## src/rtl/rx_fifo_pop_ctrl.sv

```systemverilog
// Read-side pop controller behind the rx CDC FIFO: primes, pops into a 2-entry buffer, streams out.
// Optional RX_POP_FLUSH_ON_DISSYNC_EN: a dissync pulse in RUN flushes the buffer and re-primes.
module rx_fifo_pop_ctrl #(
   parameter int WR_WIDTH      = 48,
   parameter int START_THRESH  = 4,
   parameter int DISSYNC_CNT_W = 16
) (
   input  logic                     clk,
   input  logic                     reset,
   input  logic                     in_enable,
   input  logic                     canpop,
   input  logic [WR_WIDTH-1:0]      data_rd,
   input  logic                     dissync,
   output logic                     pop_rd,
   output logic [WR_WIDTH-1:0]      out_data,
   output logic                     out_valid,
   input  logic                     out_ready,
   output logic                     running,
   output logic [DISSYNC_CNT_W-1:0] dissync_count,
   output logic                     dissync_sticky,
   input  logic                     clr_stats,
   output logic [1:0]               dbg_state
);

   typedef enum logic [1:0] {
      ST_IDLE  = 2'd0,
      ST_PRIME = 2'd1,
      ST_RUN   = 2'd2
   } state_t;

   localparam logic [3:0] LP_PRIME_LAST = 4'(START_THRESH - 1);

   state_t                     r_state;
   state_t                     w_state_nxt;
   logic [3:0]                 r_prime_cnt;
   logic [3:0]                 w_prime_cnt_nxt;
   logic [WR_WIDTH-1:0]        r_head;
   logic [WR_WIDTH-1:0]        r_tail;
   logic [1:0]                 r_occ;
   logic [DISSYNC_CNT_W-1:0]   r_ds_cnt;
   logic                       r_ds_sticky;
   logic                       w_flush;
   logic                       w_push;
   logic                       w_consume;
   logic                       w_ds;

`ifdef RX_POP_FLUSH_ON_DISSYNC_EN
   assign w_flush = in_enable & dissync & (r_state == ST_RUN);
`else
   assign w_flush = 1'b0;
`endif

   // Stream handshake: a word transfers on every edge where out_valid & out_ready
   // (and the block is enabled); out_data/out_valid never change while stalled.
   assign w_ds      = in_enable & dissync;
   assign out_valid = (r_occ != 2'd0);
   assign w_consume = in_enable & out_valid & out_ready;
   assign w_push    = ~reset & in_enable & (r_state == ST_RUN) & canpop
                      & (r_occ != 2'd2) & ~w_flush;
   assign pop_rd    = w_push;

   assign out_data       = r_head;
   assign running        = (r_state == ST_RUN);
   assign dissync_count  = r_ds_cnt;
   assign dissync_sticky = r_ds_sticky;
   assign dbg_state      = r_state;

   always_ff @(posedge clk) begin
      if (reset) begin
         r_state     <= ST_IDLE;
         r_prime_cnt <= 4'd0;
      end else begin
         r_state     <= w_state_nxt;
         r_prime_cnt <= w_prime_cnt_nxt;
      end
   end

   always_comb begin
      w_state_nxt     = r_state;
      w_prime_cnt_nxt = r_prime_cnt;
      if (in_enable) begin
         case (r_state)
            ST_IDLE: begin
               w_state_nxt     = ST_PRIME;
               w_prime_cnt_nxt = 4'd0;
            end
            ST_PRIME: begin
               // Only an unbroken run of canpop cycles counts towards starting.
               if (!canpop) begin
                  w_prime_cnt_nxt = 4'd0;
               end else if (r_prime_cnt == LP_PRIME_LAST) begin
                  w_state_nxt     = ST_RUN;
                  w_prime_cnt_nxt = 4'd0;
               end else begin
                  w_prime_cnt_nxt = r_prime_cnt + 4'd1;
               end
            end
            ST_RUN: begin
               if (w_flush) begin
                  w_state_nxt     = ST_PRIME;
                  w_prime_cnt_nxt = 4'd0;
               end
            end
            default: begin
               w_state_nxt     = ST_IDLE;
               w_prime_cnt_nxt = 4'd0;
            end
         endcase
      end
   end

   // Head always holds the oldest word; tail is only used when two are held.
   always_ff @(posedge clk) begin
      if (reset) begin
         r_head <= '0;
         r_tail <= '0;
         r_occ  <= 2'd0;
      end else if (w_flush) begin
         r_occ <= 2'd0;
      end else begin
         if (w_push && ((r_occ == 2'd0) || ((r_occ == 2'd1) && w_consume))) begin
            r_head <= data_rd;
         end else if (w_consume && (r_occ == 2'd2)) begin
            r_head <= r_tail;
         end
         if (w_push && (r_occ == 2'd1) && !w_consume) begin
            r_tail <= data_rd;
         end
         case ({w_push, w_consume})
            2'b10:   r_occ <= r_occ + 2'd1;
            2'b01:   r_occ <= r_occ - 2'd1;
            default: r_occ <= r_occ;
         endcase
      end
   end

   // clr_stats is honoured even while frozen; a coincident dissync survives the clear.
   always_ff @(posedge clk) begin
      if (reset) begin
         r_ds_cnt    <= '0;
         r_ds_sticky <= 1'b0;
      end else if (clr_stats) begin
         r_ds_cnt    <= DISSYNC_CNT_W'(w_ds);
         r_ds_sticky <= w_ds;
      end else if (w_ds) begin
         if (r_ds_cnt != '1) begin
            r_ds_cnt <= r_ds_cnt + 1'b1;
         end
         r_ds_sticky <= 1'b1;
      end
   end

endmodule
```

## config.mk

```make
export PLATFORM = sky130hd
export DESIGN_NAME = rx_fifo_pop_ctrl
export DESIGN_NICKNAME = d
export VERILOG_FILES = /design/src/rtl/rx_fifo_pop_ctrl.sv
export SDC_FILE = /design/constraint.sdc
export NUM_CORES = 1
export LEC_CHECK = 0
export ABC_AREA = 1
export CORE_MARGIN = 4
export CORE_UTILIZATION = 40
export CTS_BUF_LIST = sky130_fd_sc_hd__clkbuf_4 sky130_fd_sc_hd__clkbuf_8
export CTS_CLUSTER_DIAMETER = 50
export DETAILED_ROUTE_END_ITERATION = 16
export PLACE_DENSITY = 0.68
export SYNTH_ARGS = -nofsm -noshare
export SYNTH_HDL_FRONTEND = slang
export SYNTH_SLANG_ARGS = --single-unit
```

## constraint.sdc

```tcl
create_clock -name clk -period 1.5 [get_ports clk]
set_input_delay 0.15 -clock clk [delete_from_list [all_inputs] [get_ports clk]]
set_output_delay 0.15 -clock clk [all_outputs]
set_load 0.01 [all_outputs]
```

==> impl_metrics.prom, run 1 <==
# TYPE chip_impl_metric gauge
chip_impl_metric{name="mux_cell_area_share_after_synthesis",unit="%"} 0
chip_impl_info{name="cts_tree",value="done"} 1
chip_impl_metric{name="multi_input_comb_area",unit="um^2"} 2730
chip_impl_metric{name="drive_above_1_share",unit="%"} 16.3
chip_impl_metric{name="global_route.usage.total",unit="%"} 19.0
chip_impl_metric{name="share_comb_of_total_power",unit="%"} 7.1
chip_impl_metric{name="syn-mean-instance-area",unit="um^2"} 6.31
chip_impl_metric{name="pin_count_of_the_biggest_net_entering_global_routing",unit=""} 51
chip_impl_metric{name="netlist_area",unit="um^2"} 5630
chip_impl_metric{name="drtPass1Iterations",unit=""} 4
chip_impl_metric{name="clock_insertion_delay_worst_skew",unit="ns"} 0.45
chip_impl_info{name="result_of_the_run",value="finished with violations"} 1
chip_impl_metric{name="timing.critical_path.arrival",unit="ns"} 2.02
chip_impl_info{name="reg2reg_to",value="r_tail[7]"} 1
chip_impl_metric{name="fp.coreArea",unit="um^2"} 13800
chip_impl_metric{name="drt_wl_total",unit="mm"} 15.0
chip_impl_metric{name="cell_internal_pwr",unit="uW"} 5420
chip_impl_metric{name="numPlacedInstances",unit=""} 1213
chip_impl_info{name="violations",value="negative setup slack"} 1
chip_impl_info{name="layout.cells.most_common",value="nor2_1"} 1
chip_impl_metric{name="floorplan.rows",unit=""} 43
chip_impl_metric{name="worst_clock_skew_on_the_final_layout",unit="ns"} 0.0101
chip_impl_metric{name="timing_max_transition_violations_final",unit=""} 0
chip_impl_metric{name="post-route-drc-count",unit=""} 0
chip_impl_metric{name="vertical_die_dimension",unit="um"} 127
chip_impl_metric{name="synthXorXnorAreaFrac",unit="%"} 1.56
chip_impl_metric{name="viasPerCell",unit=""} 4.43
chip_impl_metric{name="static_leakage",unit="uW"} 0.00409
chip_impl_metric{name="total_switching_power",unit="uW"} 1600
chip_impl_metric{name="dp_worst_setup_slack",unit="ns"} -0.333
chip_impl_metric{name="layout_filler_cell_count",unit=""} 1323
chip_impl_metric{name="tightest_slew",unit="ns"} 0.418
chip_impl_metric{name="timing.final.crit_share",unit="%"} 112
chip_impl_info{name="hold_path_startpoint",value="reset"} 1
chip_impl_metric{name="period_needed",unit="ns"} 1.68
chip_impl_metric{name="dr_total_vias",unit=""} 5610
chip_impl_info{name="worst_r2r_startpoint",value="r_occ[0]"} 1
chip_impl_metric{name="antenna_cells",unit=""} 0
chip_impl_metric{name="hold_violations",unit=""} 0
chip_impl_info{name="worstSetupStartpointType",value="flip-flop"} 1
chip_impl_metric{name="synth_fp_nets",unit=""} 953
chip_impl_metric{name="setup_violations_final",unit=""} 99
chip_impl_metric{name="setup_slack_of_the_worst_register_to_register_path",unit="ns"} -0.18
chip_impl_metric{name="synth_seq_cells",unit=""} 121
chip_impl_metric{name="hold-path-cell-count",unit=""} 3
chip_impl_info{name="layout.cells.most_common_list",value="nor2_1, nand2_1, inv_1"} 1
chip_impl_metric{name="detail_route.wl_per_cell",unit="um"} 11.8
chip_impl_metric{name="grt_first_pass_wirelength",unit="mm"} 24.8
chip_impl_metric{name="floorplan.initialDensity",unit="%"} 40.7
chip_impl_metric{name="tritoncts.num_buffers",unit=""} 17
chip_impl_metric{name="final_cells",unit=""} 1265
chip_impl_metric{name="synth.yosys.seq_area_share",unit="%"} 43.1
chip_impl_metric{name="cts_hold_buf",unit=""} 0
chip_impl_metric{name="fp.dieW",unit="um"} 127
chip_impl_metric{name="end_of_flow_core_utilization",unit="%"} 61.1
chip_impl_info{name="worstSetupEndpointType",value="flip-flop"} 1
chip_impl_metric{name="maxClockFrequency",unit="GHz"} 0.597
chip_impl_metric{name="synth_fa_ha_area_share",unit="%"} 1.33
chip_impl_metric{name="vdd_drop_max",unit="uV"} 520
chip_impl_metric{name="share_seq_of_total_power",unit="%"} 46.1
chip_impl_metric{name="htree_levels",unit=""} 4
chip_impl_metric{name="post_synth_num_cell_types",unit=""} 23
chip_impl_metric{name="global_route.overflow_total",unit=""} 0
chip_impl_metric{name="clk_pin_slew",unit="ns"} 0.08
chip_impl_metric{name="nets_finish",unit=""} 1133
chip_impl_info{name="root_buffer",value="clkbuf_8"} 1
chip_impl_metric{name="worst_slack",unit="ns"} -0.175
chip_impl_metric{name="worst_max_slew_margin_expressed_relative_to_the_limit",unit="%"} 72.1
chip_impl_metric{name="tritoncts_num_sinks",unit=""} 121
chip_impl_metric{name="antenna_found_initial",unit=""} 1
chip_impl_metric{name="area.sequential",unit="um^2"} 2440
chip_impl_metric{name="synth_cells",unit=""} 892
chip_impl_metric{name="ant_nets",unit=""} 0
chip_impl_metric{name="grt_pass1_vias",unit=""} 5215
chip_impl_info{name="unrepaired_setup_endpoints_after_global_routing",value="true"} 1
chip_impl_metric{name="buffer_ports.inserted",unit=""} 124
chip_impl_metric{name="maxCapViolations",unit=""} 0
chip_impl_metric{name="synth-simple-area-share",unit="%"} 35.3
chip_impl_info{name="hold_crit_endpoint",value="out_data[15]"} 1
chip_impl_info{name="timing.setup.critical_path_class",value="reg2reg"} 1
chip_impl_metric{name="crit_path_max_incr_delay",unit="ns"} 0.35
chip_impl_info{name="cp_cell_sequence",value="inv_4 -> ha_4 -> nor2_4 -> nand2_2 -> buf_6 -> nor3_4 -> buf_12 -> buf_12 -> nand2_1 -> nand2_1 -> nor2_1"} 1
chip_impl_info{name="critical-path-slowest-cell",value="dfxtp_2"} 1
chip_impl_metric{name="crit_fanout",unit=""} 24
chip_impl_metric{name="dpl.hpwl",unit="mm"} 9.69
chip_impl_metric{name="hold-worst-slack",unit="ns"} 0.263
chip_impl_metric{name="power_density",unit="nW/um^2"} 830
chip_impl_metric{name="totalNegativeSetupSlack",unit="ns"} -11.39
chip_impl_metric{name="synth_compound_gate_area_share",unit="%"} 6.72
chip_impl_metric{name="netSwitchingFraction",unit="%"} 22.8
chip_impl_metric{name="timing.reg2reg.worst_path_depth",unit=""} 11
chip_impl_metric{name="die_area",unit="um^2"} 16000
chip_impl_metric{name="drt_iter0_markers",unit=""} 334
chip_impl_metric{name="clock_path_buffers",unit=""} 2
chip_impl_metric{name="area_delta_synth_final",unit="%"} 50.2
chip_impl_metric{name="clock_share_of_power",unit="%"} 46.7
chip_impl_metric{name="worstPathRequired",unit="ns"} 1.84
chip_impl_metric{name="yosys_warnings",unit=""} 0
chip_impl_info{name="min-delay-path-class",value="in2reg"} 1
chip_impl_metric{name="num_io_pins",unit=""} 125
chip_impl_info{name="dominant_combinational_cell_family_by_area_after_synthesis",value="simple AND/OR/NAND/NOR gates"} 1
chip_impl_metric{name="finalWeightedCongestion",unit=""} 0.752
==> metal layers <==
| layer | wire, um | part of all wire, % | track usage [%] |
|---|---|---|---|
| met5 | 19 | 0.13 | 0 |
| met4 | 236 | 1.6 | 6.44 |
| met3 | 813 | 5.4 | 5.09 |
| met2 | 7120 | 48 | 31.0 |
| met1 | 6800 | 45 | 24.4 |
==> synth_stat cells <==
library cell	n	area (um^2)
o211ai_1	1	7.51
buf_2	15	75.1
buf_1	5	18.8
nor3_1	1	5.00
xnor2_1	3	26.3
buf_6	4	45.0
dfxtp_1	121	2420
ha_1	6	75.1
inv_1	126	473
buf_4	2	15.0
inv_2	1	3.75
nor3_4	1	16.3
clkbuf_1	12	45.0
nor2_1	272	1020
a21oi_1	20	100
nor2_4	1	11.3
nand2_1	219	822
nand3_1	15	75.1
o21ai_1	14	70.1
o21ai_0	40	200
xor2_1	7	61.3
nand4_1	5	31.3
or2_2	1	6.26
==> stage by stage <==
stage          total power [uW]  cell area (um^2)
3_3_place_gp               3790              7430
2_1_floorplan              3510              5660
4_1_cts                    7090              8260
5_1_grt                    7280              8450
6_report                   7020              8450
3_5_place_dp               3790              7430
==> cell families (layout without fill, tap and decap cells) <==
group | Yosys count | in the layout
and+or+nand+nor | 515 | 515
DFF | 121 | 121
xor gates and xnor gates | 10 | 10
buffers and inverters | 165 | 358
adders and majority gates | 6 | 6
AOI/OAI and AO/OA | 75 | 75
==> worst max-delay path: cells and delay by family, from the launching register on <==
family / cells / cell delay, ns
buf+inv: 4 / 0.51
flops: 1 / 0.35
simple gates: 6 / 0.54
fa+ha+maj: 1 / 0.16
==> sequential cells by signal (all words and copies together), names as in the netlist <==
register / flops
dbg_state: 2
dissync_count: 16
dissync_sticky: 1
out_data: 48
r_occ: 2
r_prime_cnt: 4
r_tail: 48
==> power by group through the flow <==
stage / combinational, uW / clock, uW / sequential (uW)
2_1_floorplan: 189 / 0 / 3320
3_3_place_gp: 480 / 0 / 3310
3_5_place_dp: 482 / 0 / 3310
4_1_cts: 502 / 3350 / 3240
6_report: 501 / 3280 / 3240
5_1_grt: 555 / 3490 / 3240
==> worst max-delay path by stage <==
| stage | start | to | slack [ns] | cells after the start |
|---|---|---|---|---|
| finish | r_occ[0] | r_tail[7] | -0.18 | 11 |
| global route | r_occ[0] | r_tail[12] | -0.29 | 11 |
| CTS | r_occ[0] | r_tail[7] | -0.16 | 11 |
| detailed placement | in_enable | r_tail[7] | -0.33 | 10 |
| global placement | in_enable | r_tail[7] | -0.31 | 10 |
| floorplan | r_occ[1] | out_data[27] | 0.02 | 11 |
==> repair_timing <==
item | 4_1_cts | 5_1_grt
gates cloned | 6 | 1
endpoints found under the setup margin | 151 | 130
buffers inserted | 7 | 6
resized for setup | 145 | 57
pin swaps | 34 | 22
==> layout make-up <==
cell class	instances	area share, %
multi-input combinational	606	32.3
sequential	121	28.8
timing repair buffer	199	25.1
inverter	127	5.82
clock buffer	21	3.27
tap	180	2.66
clock inverter	11	2.01
Power figures use the tool's default switching activity.
==> run 2: changes to the inputs <==
==> constraint.sdc (replaced) <==
create_clock -name clk -period 1.5 [get_ports clk]
set_input_delay 0.3 -clock clk [delete_from_list [all_inputs] [get_ports clk]]
set_output_delay 0.3 -clock clk [all_outputs]
set_load 0.01 [all_outputs]
==> run 2 against run 1 <==
The run still ends with negative setup slack left. Sequential power about the same. Worst hold slack better by 0.17 ns. Count of clock-buffer cells in the layout is 3 lower. Clock power shrank 11%. Non-clock buffer count grew 3. Largest cell class unchanged. Highest routed layer is now met4.
==> impl_metrics.prom, run 2 (synthesis gave the netlist of run 1 again) <==
# TYPE chip_impl_metric gauge
chip_impl_info{name="result_of_the_run",value="finished with violations"} 1
chip_impl_info{name="violations",value="negative setup slack"} 1
chip_impl_metric{name="critPathBufInv",unit=""} 5
chip_impl_metric{name="floorplan.rows",unit=""} 43
chip_impl_metric{name="floorplan.initialDensity",unit="%"} 40.7
chip_impl_metric{name="clock_insertion_delay_worst_skew",unit="ns"} 0.45
chip_impl_metric{name="tightest_slew",unit="ns"} 0.478
chip_impl_metric{name="period_needed",unit="ns"} 1.66
chip_impl_metric{name="detail_route.wl_per_cell",unit="um"} 12.8
chip_impl_metric{name="tritoncts.num_buffers",unit=""} 17
chip_impl_metric{name="timing.critical_path.arrival",unit="ns"} 1.36
chip_impl_metric{name="fp.coreArea",unit="um^2"} 13800
chip_impl_metric{name="clock_share_of_power",unit="%"} 43.6
chip_impl_metric{name="dr_total_vias",unit=""} 5742
chip_impl_metric{name="clk_pin_slew",unit="ns"} 0.08
chip_impl_metric{name="htree_levels",unit=""} 4
chip_impl_metric{name="global_route.overflow_total",unit=""} 0
chip_impl_info{name="worstSetupEndpointType",value="primary output"} 1
chip_impl_metric{name="global_route.usage.total",unit="%"} 20.6
chip_impl_metric{name="maxClockFrequency",unit="GHz"} 0.601
chip_impl_metric{name="crit_path_max_incr_delay",unit="ns"} 0.33
chip_impl_info{name="layout.cells.most_common_list",value="nor2_1, nand2_1, inv_1"} 1
chip_impl_metric{name="power.total",unit="uW"} 6710
chip_impl_metric{name="buffer_ports.inserted",unit=""} 124
chip_impl_info{name="critical-path-slowest-cell",value="dfxtp_2"} 1
chip_impl_metric{name="num_io_pins",unit=""} 125
chip_impl_metric{name="worstPathRequired",unit="ns"} 1.20
chip_impl_metric{name="static_leakage",unit="uW"} 0.00400
chip_impl_metric{name="vdd_drop_max",unit="uV"} 503
chip_impl_metric{name="share_seq_of_total_power",unit="%"} 48.3
chip_impl_metric{name="drive_above_1_share",unit="%"} 23.3
chip_impl_info{name="layout.cells.most_common",value="nor2_1"} 1
chip_impl_metric{name="antenna_cells",unit=""} 0
chip_impl_info{name="cts_tree",value="done"} 1
chip_impl_metric{name="viasPerCell",unit=""} 4.53
chip_impl_metric{name="total_switching_power",unit="uW"} 1680
chip_impl_metric{name="post-route-drc-count",unit=""} 0
chip_impl_metric{name="power_density",unit="nW/um^2"} 768
chip_impl_info{name="unrepaired_setup_endpoints_after_global_routing",value="true"} 1
chip_impl_metric{name="fp.dieW",unit="um"} 127
chip_impl_metric{name="maxCapViolations",unit=""} 0
chip_impl_metric{name="drtPass1Iterations",unit=""} 5
chip_impl_metric{name="antenna_found_initial",unit=""} 0
chip_impl_metric{name="drt_iter0_markers",unit=""} 261
chip_impl_metric{name="vertical_die_dimension",unit="um"} 127
chip_impl_info{name="cp_cell_sequence",value="inv_2 -> buf_6 -> ha_4 -> inv_4 -> buf_6 -> buf_6"} 1
chip_impl_info{name="worstSetupStartpointType",value="flip-flop"} 1
chip_impl_metric{name="worst_clock_skew_on_the_final_layout",unit="ns"} 0.0102
chip_impl_metric{name="netSwitchingFraction",unit="%"} 25.1
chip_impl_metric{name="crit_fanout",unit=""} 2
chip_impl_metric{name="cts_hold_buf",unit=""} 0
chip_impl_metric{name="pin_count_of_the_biggest_net_entering_global_routing",unit=""} 38
chip_impl_metric{name="end_of_flow_core_utilization",unit="%"} 63.2
chip_impl_metric{name="timing.final.crit_share",unit="%"} 111
chip_impl_metric{name="die_area",unit="um^2"} 16000
chip_impl_metric{name="clock_path_buffers",unit=""} 2
chip_impl_metric{name="grt_first_pass_wirelength",unit="mm"} 26.5
chip_impl_metric{name="tritoncts_num_sinks",unit=""} 121
chip_impl_metric{name="grt_pass1_vias",unit=""} 5505
chip_impl_info{name="cpMostUsedCell",value="buf_6"} 1
chip_impl_info{name="root_buffer",value="clkbuf_8"} 1
chip_impl_metric{name="nets_finish",unit=""} 1136
chip_impl_info{name="timing.setup.critical_path_class",value="reg2out"} 1
chip_impl_metric{name="ant_nets",unit=""} 0
chip_impl_metric{name="share_comb_of_total_power",unit="%"} 8.2
chip_impl_info{name="min-delay-path-class",value="in2reg"} 1
chip_impl_metric{name="setup_violations_final",unit=""} 98
chip_impl_metric{name="area_delta_synth_final",unit="%"} 55.3
chip_impl_info{name="critical-path-top-delay-family",value="buffers and inverters"} 1
chip_impl_metric{name="worst_slack",unit="ns"} -0.163
chip_impl_metric{name="hold_violations",unit=""} 0
chip_impl_metric{name="drt_wl_total",unit="mm"} 16.2
chip_impl_metric{name="worst_max_slew_margin_expressed_relative_to_the_limit",unit="%"} 68.1
chip_impl_metric{name="cell_internal_pwr",unit="uW"} 5030
chip_impl_metric{name="dpl.hpwl",unit="mm"} 9.61
chip_impl_metric{name="finalWeightedCongestion",unit=""} 0.808
chip_impl_metric{name="timing_max_transition_violations_final",unit=""} 0
==> run 2: changes by cell type in the layout (fill, tap and decap cells not counted), sizes merged <==
cell,previous run,this run
clkinvlp,3,4
dlygate4sd2,50,61
inv,127,129
dlymetal6s2s,16,0
clkdlybuf4s50,54,53
clkdlybuf4s15,0,2
clkinv,4,6
bufinv,4,2
buf,77,81
==> run 2: worst register-to-register path, cell delays in order (launching register included) <==
cell	delay [ns]
dfxtp_2	0.33
inv_2	0.08
buf_6	0.10
ha_4	0.15
nor2_4	0.05
buf_6	0.13
nor3_4	0.20
buf_12	0.19
buf_12	0.17
nand2_1	0.07
nand2_1	0.07
nor2_1	0.04
==> run 2: power groups by stage <==
stage	combinational (uW)	sequential, uW	clock [uW]
floorplan	189	3320	0
global placement	489	3310	0
detailed placement	490	3310	0
CTS	534	3240	2980
global route	600	3240	3130
finish	547	3240	2920
==> run 2: worst paths after layout <==
path	cells past startpoint	slack (ns)	startpoint	to
setup reg to reg	11	-0.16	r_occ[0]	r_tail[12]
setup / recovery	6	-0.16	r_occ[0]	out_valid
hold reg to reg	2	0.48	r_tail[1]	r_tail[1]
hold / removal	3	0.43	reset	out_data[9]
==> run 2: area by class of cell <==
| class | count | area [um^2] |
|---|---|---|
| clock buffer | 18 | 248 |
| multi-input combinational | 606 | 3090 |
| tap | 180 | 225 |
| sequential | 121 | 2440 |
| timing repair buffer | 202 | 2100 |
| clock inverter | 14 | 149 |
| fill | 1281 | 5090 |
| inverter | 127 | 489 |
==> run 2: what timing repair did <==
item                       CTS  global route
buffers inserted            18             6
gates resized for setup    246            91
setup endpoints to repair  168           124
gates cloned                13             1
pin swaps                   29            40
hold endpoints to repair     0             0
==> run 2: metal layers <==
| metal | share of wire (%) | up-vias | global-route usage (%) |
|---|---|---|---|
| met3 | 5.2 | 21 | 5.77 |
| met1 | 47 | 2579 | 26.4 |
| met5 | 0 | - | 0 |
| met4 | 1.7 | 0 | 6.62 |
| li1 | - | 3034 | - |
| met2 | 46 | 108 | 33.5 |
==> run 2: metrics by stage <==
step                TNS [ns]  instance area, um^2  hold slack (ns)  cells  worst slack, ns
floorplan                  0                 5660            0.454    892           0.0186
global placement      -50.33                 7400            0.461   1213           -0.509
detailed placement    -52.88                 7400            0.471   1213           -0.564
CTS                   -11.04                 8660            0.405   1274           -0.171
global route          -18.99                 8740            0.420   1268           -0.264
finish                 -9.34                 8740            0.435   1268           -0.163
==> run 3: changes to the inputs <==
--- a/config.mk
+++ b/config.mk
@@ -6,10 +6,9 @@
 export NUM_CORES = 1
 export LEC_CHECK = 0
 export ABC_AREA = 1
-export CORE_MARGIN = 4
 export CORE_UTILIZATION = 40
 export CTS_BUF_LIST = sky130_fd_sc_hd__clkbuf_4 sky130_fd_sc_hd__clkbuf_8
-export CTS_CLUSTER_DIAMETER = 50
+export CTS_CLUSTER_DIAMETER = 100
 export DETAILED_ROUTE_END_ITERATION = 16
 export PLACE_DENSITY = 0.68
 export SYNTH_ARGS = -nofsm -noshare
==> run 3 against run 2 <==
The run still ends with negative setup slack left. Clock power rose by 15%. Sequential share of layout area fell by 0.64 points. Combinational power rose by 1%. Die area fell by 9.3%. Critical endpoint is now r_tail[9]. Largest power group is now the clock network.
==> impl_metrics.prom, run 3 (synthesis gave the netlist of run 1 again) <==
# TYPE chip_impl_metric gauge
chip_impl_metric{name="fp.coreArea",unit="um^2"} 13500
chip_impl_metric{name="dr_total_vias",unit=""} 5899
chip_impl_metric{name="timing_max_transition_violations_final",unit=""} 0
chip_impl_metric{name="drtPass1Iterations",unit=""} 5
chip_impl_metric{name="crit_path_max_incr_delay",unit="ns"} 0.36
chip_impl_metric{name="drive_above_1_share",unit="%"} 25.2
chip_impl_metric{name="final_cell_area",unit="um^2"} 8940
chip_impl_info{name="worstSetupEndpointType",value="flip-flop"} 1
chip_impl_metric{name="buffer_ports.inserted",unit=""} 124
chip_impl_metric{name="antenna_found_initial",unit=""} 0
chip_impl_metric{name="static_leakage",unit="uW"} 0.00413
chip_impl_metric{name="tritoncts.num_buffers",unit=""} 17
chip_impl_metric{name="setup_slack_of_the_worst_register_to_register_path",unit="ns"} -0.25
chip_impl_metric{name="global_route.usage.total",unit="%"} 20.8
chip_impl_metric{name="post-route-drc-count",unit=""} 0
chip_impl_metric{name="drt_iter0_markers",unit=""} 335
chip_impl_metric{name="area_delta_synth_final",unit="%"} 58.9
chip_impl_info{name="critical-path-slowest-cell",value="dfxtp_4"} 1
chip_impl_metric{name="htree_levels",unit=""} 4
chip_impl_metric{name="timing.critical_path.arrival",unit="ns"} 2.09
chip_impl_info{name="unrepaired_setup_endpoints_after_global_routing",value="true"} 1
chip_impl_metric{name="hold_violations",unit=""} 0
chip_impl_metric{name="die_area",unit="um^2"} 14500
chip_impl_info{name="root_buffer",value="clkbuf_8"} 1
chip_impl_metric{name="setup_violations_final",unit=""} 100
chip_impl_metric{name="viasPerCell",unit=""} 4.63
chip_impl_metric{name="finalWeightedCongestion",unit=""} 0.802
chip_impl_metric{name="floorplan.rows",unit=""} 42
chip_impl_metric{name="worstPathRequired",unit="ns"} 1.84
chip_impl_info{name="layout.cells.most_common_list",value="nor2_1, nand2_1, inv_1"} 1
chip_impl_metric{name="clock_path_buffers",unit=""} 2
chip_impl_metric{name="num_io_pins",unit=""} 125
chip_impl_metric{name="detail_route.wl_per_cell",unit="um"} 12.9
chip_impl_info{name="min-delay-path-class",value="in2reg"} 1
chip_impl_metric{name="crit_fanout",unit=""} 6
chip_impl_info{name="violations",value="negative setup slack"} 1
chip_impl_info{name="layout.cells.most_common",value="nor2_1"} 1
chip_impl_metric{name="timing.final.crit_share",unit="%"} 117
chip_impl_info{name="worstSetupStartpointType",value="flip-flop"} 1
chip_impl_metric{name="fp.dieW",unit="um"} 121
chip_impl_info{name="cts_tree",value="done"} 1
chip_impl_metric{name="vertical_die_dimension",unit="um"} 121
chip_impl_metric{name="vdd_drop_max",unit="uV"} 445
chip_impl_metric{name="worst_clock_skew_on_the_final_layout",unit="ns"} 0.0101
chip_impl_metric{name="power.total",unit="uW"} 7140
chip_impl_metric{name="antenna_cells",unit=""} 0
chip_impl_info{name="result_of_the_run",value="finished with violations"} 1
chip_impl_metric{name="drt_wl_total",unit="mm"} 16.5
chip_impl_metric{name="floorplan.initialDensity",unit="%"} 41.7
chip_impl_metric{name="maxClockFrequency",unit="GHz"} 0.571
chip_impl_metric{name="dpl-instance-area",unit="um^2"} 7420
chip_impl_metric{name="clock_insertion_delay_worst_skew",unit="ns"} 0.45
chip_impl_metric{name="global_route.overflow_total",unit=""} 0
chip_impl_metric{name="nets_finish",unit=""} 1145
chip_impl_metric{name="worst_max_slew_margin_expressed_relative_to_the_limit",unit="%"} 76.1
chip_impl_metric{name="period_needed",unit="ns"} 1.75
chip_impl_metric{name="clk_pin_slew",unit="ns"} 0.07
chip_impl_info{name="cp_cell_sequence",value="inv_4 -> ha_4 -> nor2_4 -> nand2_2 -> buf_6 -> nor3_4 -> buf_6 -> buf_12 -> buf_12 -> nand2_2 -> nand2_1 -> nor2_1"} 1
chip_impl_metric{name="dpl.hpwl",unit="mm"} 9.23
chip_impl_metric{name="power_density",unit="nW/um^2"} 799
chip_impl_metric{name="grt_first_pass_wirelength",unit="mm"} 23.8
chip_impl_metric{name="tritoncts_num_sinks",unit=""} 121
chip_impl_metric{name="ant_nets",unit=""} 0
chip_impl_metric{name="pin_count_of_the_biggest_net_entering_global_routing",unit=""} 33
chip_impl_metric{name="grt_pass1_vias",unit=""} 5227
chip_impl_metric{name="worst_slack",unit="ns"} -0.252
chip_impl_info{name="timing.setup.critical_path_class",value="reg2reg"} 1
chip_impl_metric{name="maxCapViolations",unit=""} 0
chip_impl_metric{name="tightest_slew",unit="ns"} 0.359
-- run 3: cell types whose count changed in the layout (fill, tap and decap cells not counted), moves of 6 or more --
| cell | delta |
|---|---|
| nor2_2 | -6 |
| clkbuf_16 | +11 |
| nand2_2 | +29 |
| nand2_1 | -32 |
| dfxtp_2 | -7 |
| o21ai_0 | -9 |
| nor2_1 | +20 |
| nor2_4 | -14 |
| o21ai_2 | +11 |
-- run 3: final cells by class --
cell class,instances,area [um^2]
fillers,1161,4570
multi-input cells,606,3040
flip-flops and latches,121,2440
repair buffers,211,2280
inverters,127,497
clock buffers,22,297
well taps,176,220
clock inverters,10,165
-- run 3: final timing paths --
kind | from | to | depth (start not counted)
worst min-delay path | reset | out_data[10] | 3
worst max register to register | r_occ[0] | r_tail[9] | 12
worst min register to register | r_tail[0] | r_tail[0] | 2
worst max-delay path | r_occ[0] | r_tail[9] | 12
-- run 3: routing by layer --
metal / GRT usage, % / wire length (um) / vias to the layer above
met5: 0 / 0 / -
met4: 8.49 / 270 / 0
met3: 4.67 / 820 / 29
met2: 34.6 / 7970 / 178
met1: 26.0 / 7410 / 2641
li1: - / - / 3051
-- run 3: metrics by stage --
stage / utilization (%) / cells / TNS, ns / hold WS, ns / setup WS, ns
after global routing: 66.2 / 1273 / -25.11 / 0.378 / -0.346
final: 66.2 / 1273 / -16.40 / 0.378 / -0.252
after global placement: 54.9 / 1210 / -52.00 / 0.462 / -0.531
after floorplan: - / 892 / 0 / 0.454 / 0.0186
after CTS: 60.1 / 1254 / -16.76 / 0.359 / -0.229
after detailed placement: 54.9 / 1210 / -56.28 / 0.472 / -0.594
-- run 3: worst max-delay path: cells and delay by family, from the launching register on --
family	cells	cell delay [ns]
adders and majority gates	1	0.16
buffers and inverters	5	0.60
DFF	1	0.36
and+or+nand+nor	6	0.51
-- run 3: repair_timing --
action / 4_1_cts / 5_1_grt
cloned: 5 / 15
buffers inserted: 7 / 6
resized for setup: 139 / 188
hold endpoints to repair: 0 / 0
pin swaps: 6 / 32
hold buffers: 0 / 0
endpoints found under the setup margin: 168 / 122
-- run 3: report_power, final --
part	switching, uW	internal [uW]	total (uW)
Combinational	285	269	554
Sequential	12.4	3230	3240
Clock	1340	2010	3350
Total	1640	5510	7140
